`config.mk`:
```
export PLATFORM = sky130hd
export DESIGN_NAME = exc_ctrl
export DESIGN_NICKNAME = d
export VERILOG_FILES = /design/src/rtl/exc_pkg.sv /design/src/rtl/irq_sync.sv /design/src/rtl/exc_ctrl.sv
export SDC_FILE = /design/constraint.sdc
export NUM_CORES = 1
export LEC_CHECK = 0
export ABC_AREA = 1
export ABC_CLOCK_PERIOD_IN_PS = 3300
export CAP_MARGIN = 20
export CORE_MARGIN = 1
export CORE_UTILIZATION = 40
export CTS_BUF_LIST = sky130_fd_sc_hd__clkbuf_4 sky130_fd_sc_hd__clkbuf_8
export DETAILED_ROUTE_END_ITERATION = 8
export GPL_ROUTABILITY_DRIVEN = 1
export PLACE_DENSITY = 0.68
export SYNTH_ARGS = -nofsm -noshare
export SYNTH_HDL_FRONTEND = slang
export SYNTH_SLANG_ARGS = --single-unit
```
`constraint.sdc`:
```
create_clock -name clk -period 3.3 [get_ports clk]
set_input_delay 0.33 -clock clk [delete_from_list [all_inputs] [get_ports clk]]
set_output_delay 0.33 -clock clk [all_outputs]
set_load 0.02 [all_outputs]
```
`src/rtl/exc_pkg.sv`:
```
// Shared types and encodings for the LEGv8 exception sequencing unit.
package exc_pkg;

    typedef enum logic [1:0] {
        RUN      = 2'd0,
        WAIT_ACK = 2'd1,
        HANDLER  = 2'd2,
        HALT     = 2'd3
    } exc_state_e;

    localparam logic [3:0] ES_NONE    = 4'b0000;
    localparam logic [3:0] ES_IRQ     = 4'b0001;
    localparam logic [3:0] ES_INVALID = 4'b0010;
    localparam logic [3:0] ES_ERET    = 4'b0011;
    localparam logic [3:0] ES_FATAL   = 4'b1000;

    localparam logic [10:0] OP_ERET = 11'b11010110100;

endpackage

```
`src/rtl/irq_sync.sv`:
```
// External interrupt synchronizer, rising-edge detector and sticky pending flag.
module irq_sync #(
    parameter int unsigned SYNC_STAGES = 2
) (
    input  logic clk,
    input  logic reset,
    input  logic ExtIRQ,
    input  logic clr,
    output logic pend
);

    logic [SYNC_STAGES-1:0] sync_q;
    logic                   prev_q;
    logic                   rise;

    assign rise = sync_q[SYNC_STAGES-1] & ~prev_q;

    // An edge coinciding with the acknowledge is kept as a fresh request.
    always_ff @(posedge clk or negedge reset) begin
        if (!reset) begin
            sync_q <= '0;
            prev_q <= 1'b0;
            pend   <= 1'b0;
        end else begin
            sync_q <= {sync_q[SYNC_STAGES-2:0], ExtIRQ};
            prev_q <= sync_q[SYNC_STAGES-1];
            pend   <= rise | (pend & ~clr);
        end
    end

endmodule

```
`src/rtl/exc_ctrl.sv`:
```
// Exception sequencer: cause prioritisation, ExcAck handshake with timeout,
// handler entry/exit tracking and interrupt masking.
module exc_ctrl
    import exc_pkg::*;
#(
    parameter int unsigned SYNC_STAGES = 2,
    parameter int unsigned ACK_TIMEOUT = 15
) (
    input  logic        clk,
    input  logic        reset,
    input  logic [10:0] instr,
    input  logic        NotAnInstr,
    input  logic        ExtIRQ,
    input  logic        ExcAck,
    output logic        Exc,
    output logic [3:0]  EStatus,
    output logic        ERet,
    output logic        ExtIAck
);

    localparam int unsigned    CW       = $clog2(ACK_TIMEOUT + 1);
    localparam logic [CW-1:0]  CNT_LAST = CW'(ACK_TIMEOUT - 1);

    exc_state_e      state_q, state_d;
    logic [3:0]      cause_q, cause_d;
    logic [CW-1:0]   cnt_q, cnt_d;
    logic            irq_pend;
    logic            is_eret;
    logic [3:0]      run_cause;
    logic            exc_c, eret_c, iack_c;
    logic [3:0]      es_c;

    irq_sync #(.SYNC_STAGES(SYNC_STAGES)) u_irq_sync (
        .clk    (clk),
        .reset  (reset),
        .ExtIRQ (ExtIRQ),
        .clr    (iack_c),
        .pend   (irq_pend)
    );

    assign is_eret = (instr == OP_ERET);

    always_comb begin
        run_cause = ES_NONE;
        if (NotAnInstr)    run_cause = ES_INVALID;
        else if (is_eret)  run_cause = ES_ERET;
        else if (irq_pend) run_cause = ES_IRQ;
    end

    always_ff @(posedge clk or negedge reset) begin
        if (!reset) begin
            state_q <= RUN;
            cause_q <= ES_NONE;
            cnt_q   <= '0;
        end else begin
            state_q <= state_d;
            cause_q <= cause_d;
            cnt_q   <= cnt_d;
        end
    end

    always_comb begin
        state_d = state_q;
        cause_d = cause_q;
        cnt_d   = cnt_q;
        exc_c   = 1'b0;
        es_c    = ES_NONE;
        eret_c  = 1'b0;
        iack_c  = 1'b0;
        case (state_q)
            RUN: begin
                if (run_cause != ES_NONE) begin
                    exc_c   = 1'b1;
                    es_c    = run_cause;
                    cause_d = run_cause;
                    cnt_d   = '0;
                    // Same-cycle acknowledge skips WAIT_ACK entirely.
                    if (ExcAck) begin
                        state_d = HANDLER;
                        iack_c  = (run_cause == ES_IRQ);
                    end else begin
                        state_d = WAIT_ACK;
                    end
                end
            end
            WAIT_ACK: begin
                exc_c = 1'b1;
                es_c  = cause_q;
                if (ExcAck) begin
                    state_d = HANDLER;
                    cnt_d   = '0;
                    iack_c  = (cause_q == ES_IRQ);
                end else if (cnt_q == CNT_LAST) begin
                    state_d = HALT;
                    cnt_d   = '0;
                end else begin
                    cnt_d = cnt_q + CW'(1);
                end
            end
            HANDLER: begin
                if (NotAnInstr) begin
                    state_d = HALT;
                end else if (is_eret) begin
                    eret_c  = 1'b1;
                    state_d = RUN;
                end
            end
            HALT: begin
                exc_c = 1'b1;
                es_c  = ES_FATAL;
            end
            default: state_d = RUN;
        endcase
    end

    // Combinational outputs are forced low while reset is held.
    assign Exc     = reset & exc_c;
    assign EStatus = reset ? es_c : ES_NONE;
    assign ERet    = reset & eret_c;
    assign ExtIAck = reset & iack_c;

endmodule

```
==> impl_results.md <==
- P&R area growth vs syn: 30.4%
- CP startpoint kind: flop
- CP max-delay cell: clkdlybuf4s50_1
- Compound-gate portion of the synthesized area: under 10%
- # resized after CTS: 0
- Initial core utilization: a little over two fifths
- Post-synth EDFFs: 0
- Setup bufs post-CTS: 0
- CTS Buf Count: 3
- Share of cells above drive strength 1: around a tenth
- Final hold viol count: 0
- Hold endpoint: u_irq_sync.sync_q[1]
- Top-count cell post-synth: nand2_1
- Crit Path Class: reg2out
- Status: complete, no violations
- Part of the cycle the worst path needs: between 70 and 80%
- Final Total Pwr: between 0.6 and 0.7 mW
- Die X: slightly below 50 um
- Vias in the first global route: 654
- Worst Hold Margin: 351 ps
- Static leakage: 0.567 nW
- Mapped Avg Cell Area: around 7 um2
- Placed cells: approximately 170
- CP max FO: 9
- PortBufs: 21
- Ant. Diodes: 0
- Post-Synth Adder-Cell Area: around a tenth
- ANT nets after route: 0
- Drt pass-1 iters: 4
- Share of the synthesized area in the top cell type: 35.2%
- Hold Crit Depth: 0
- Top Ports: 23
- Max Cap Viol: 0
- PwrDens: 614 nW/um2
- Worst-case clock skew: 9.68 ps
- Distinct cells, synth: 23
- Tmin final: between 2000 and 3000 ps
- Crit end category: output port
- Most frequent CP cell: nand2_1
- Max-slew violations: 0
- Cells after Synth: 121
- CP Cell Sequence: inv_1 -> ha_1 -> nand3_1 -> nand2_1 -> nand2_1 -> nor2_1 -> clkdlybuf4s50_1
- GPL Wtd Cong: slightly above 0.8
- Yosys warning count: 0
- Hpwl dp: 1420 um
- FMAX: approximately 0.40 GHz
- Largest area contributor in the netlist: dfrtp_1
- Syn_nets: around 140
- Core area: ~2000 um2
- Root buffer cell: clkbuf_4
- Nets: between 150 and 200
- Non-filler cells, final: between 150 and 200
- First-pass GRT wire length: 2720 um
- Post-DR vias/cell: 4.61
- Mux cell area share after synthesis: 0%
- Initial antenna violation count: 0
- Number of H-tree levels: 1
- Total Wirelength: ~1700 um
- Top_reg_cell synth: dfrtp_1
- Largest net degree at the start of global routing: 14
- Overflow after GRT: 0
- Fillers: around 200
- Sequential fraction of the synthesis area: roughly a third
- Clock tree buffer depth: 2
- Synth cell count leaders: nand2_1 (35), inv_1 (21), dfrtp_1 (12), nor2_1 (10), nand3_1 (9)
- RR Startpoint: state_q[1]
- TritonCTS clock tree: done
- Final setup vio count: 0
- Hold_sp: u_irq_sync.sync_q[0]
- R2R cell count: 8
- Worst-path clk slew: 60 ps
- Setup TNS: 0 ps
- Reg-to-reg critical path endpoint: state_q[0]
- CTS Hold Bufs: 0
- WP data required: just under 3000 ps
- Total track usage: approximately 17%
- Asr flop ratio synth: 100%
- Post-Synth XOR/XNOR Area: 0%
- Critical Path AT: between 2000 and 2500 ps
- Worst min path class: reg2reg
- Total number of vias: 788
- Largest family of logic cells by synthesized area: simple AND/OR/NAND/NOR gates
- Worst-skew pair later-pin latency: roughly 270 ps
- Clock sink count: 12
- Synthesized flop and latch total: 12
- R2R setup slack: between 1500 and 2000 ps
- Cell Rows: 16
- DR DRC count: 0
- Simple-gate share of the synthesized area: between 30% and 40%
- Drt initial violations: 16
- Die H: 48.2 um
- Final Util: a little under three fifths
- Unrepaired setup endpoints after global routing: false
- Critical Path Max Stage Delay: 620 ps
- Die area: 2320 um2
- Worst vdd ir: ~370 uV
- Synth top area cells: dfrtp_1 (35%), nand2_1 (15%), ha_1 (10%)
- Avg WL per Cell: ~10 um
- Synthesized area: around 850 um2
## power breakdown
group,switching (mW),internal (mW)
clock,0.0462,0.0422
combinational,0.223,0.149
sequential,0.0346,0.186
## per-stage QoR
stage | worst slack, ps | area [um2]
2_1_floorplan | 1590 | 852
3_3_place_gp | 913 | 1090
3_5_place_dp | 868 | 1090
4_1_cts | 763 | 1110
5_1_grt | 644 | 1110
6_report | 793 | 1110
## critical path, delay by kind of cell (launching register included)
kind          cells  cell delay (ps)
fa+ha+maj         1              360
buf+inv           2              720
flops             1              420
simple gates      4              410
## registers in the layout, summed over array words and instances, names as in the netlist
register / count
cause_q: 2
u_irq_sync.prev_q: 1
cnt_q: 4
u_irq_sync.sync_q: 2
u_irq_sync.pend: 1
state_q: 2
## logic make-up after synthesis
kind of cell | count (synthesis)
other | 1
DFF | 12
buffers and inverters | 25
AOI/OAI and AO/OA | 10
adders and majority gates | 7
and+or+nand+nor | 66
## worst max-delay path by stage
stage	from	endpoint	depth (start not counted)
floorplan	state_q[0]	ERet	4
global placement	instr[5]	Exc	8
detailed placement	instr[9]	Exc	8
CTS	state_q[1]	ExtIAck	7
global route	state_q[1]	ExtIAck	7
finish	state_q[1]	ExtIAck	7
## layout by cell type, fill, tap and decap left out
cell type / count
conb_1: 1
nand3_2: 4
o22ai_1: 1
a31oi_1: 1
o21ai_0: 1
nand2_1: 35
clkdlybuf4s50_1: 21
o21ai_1: 4
a21oi_1: 2
nor2_1: 10
or2_2: 2
inv_2: 2
inv_1: 21
and2_1: 1
nand2_2: 1
a22oi_1: 1
clkbuf_4: 3
or2_1: 1
nand3_1: 9
ha_1: 7
buf_4: 1
nand4_1: 1
nor4_1: 1
dfrtp_1: 12
nor2_2: 1
## routing by layer
| layer | track usage (%) | up-vias | share of wire, % |
|---|---|---|---|
| li1 | - | 418 | - |
| met1 | 23.2 | 351 | 49 |
| met2 | 26.4 | 17 | 45 |
| met3 | 5.56 | 2 | 5.1 |
| met4 | 3.33 | 0 | 0.46 |
| met5 | 0 | - | 0 |
## cell type report
type,instances,area [um2],share of cell area [%]
inverter,23,86.3,7.77
clock buffer,3,22.5,2.03
sequential,12,300,27.0
timing repair buffer,22,218,19.6
multi-input combinational,84,450,40.5
tap,27,33.8,3.04
(Power assumes the default switching activity.)
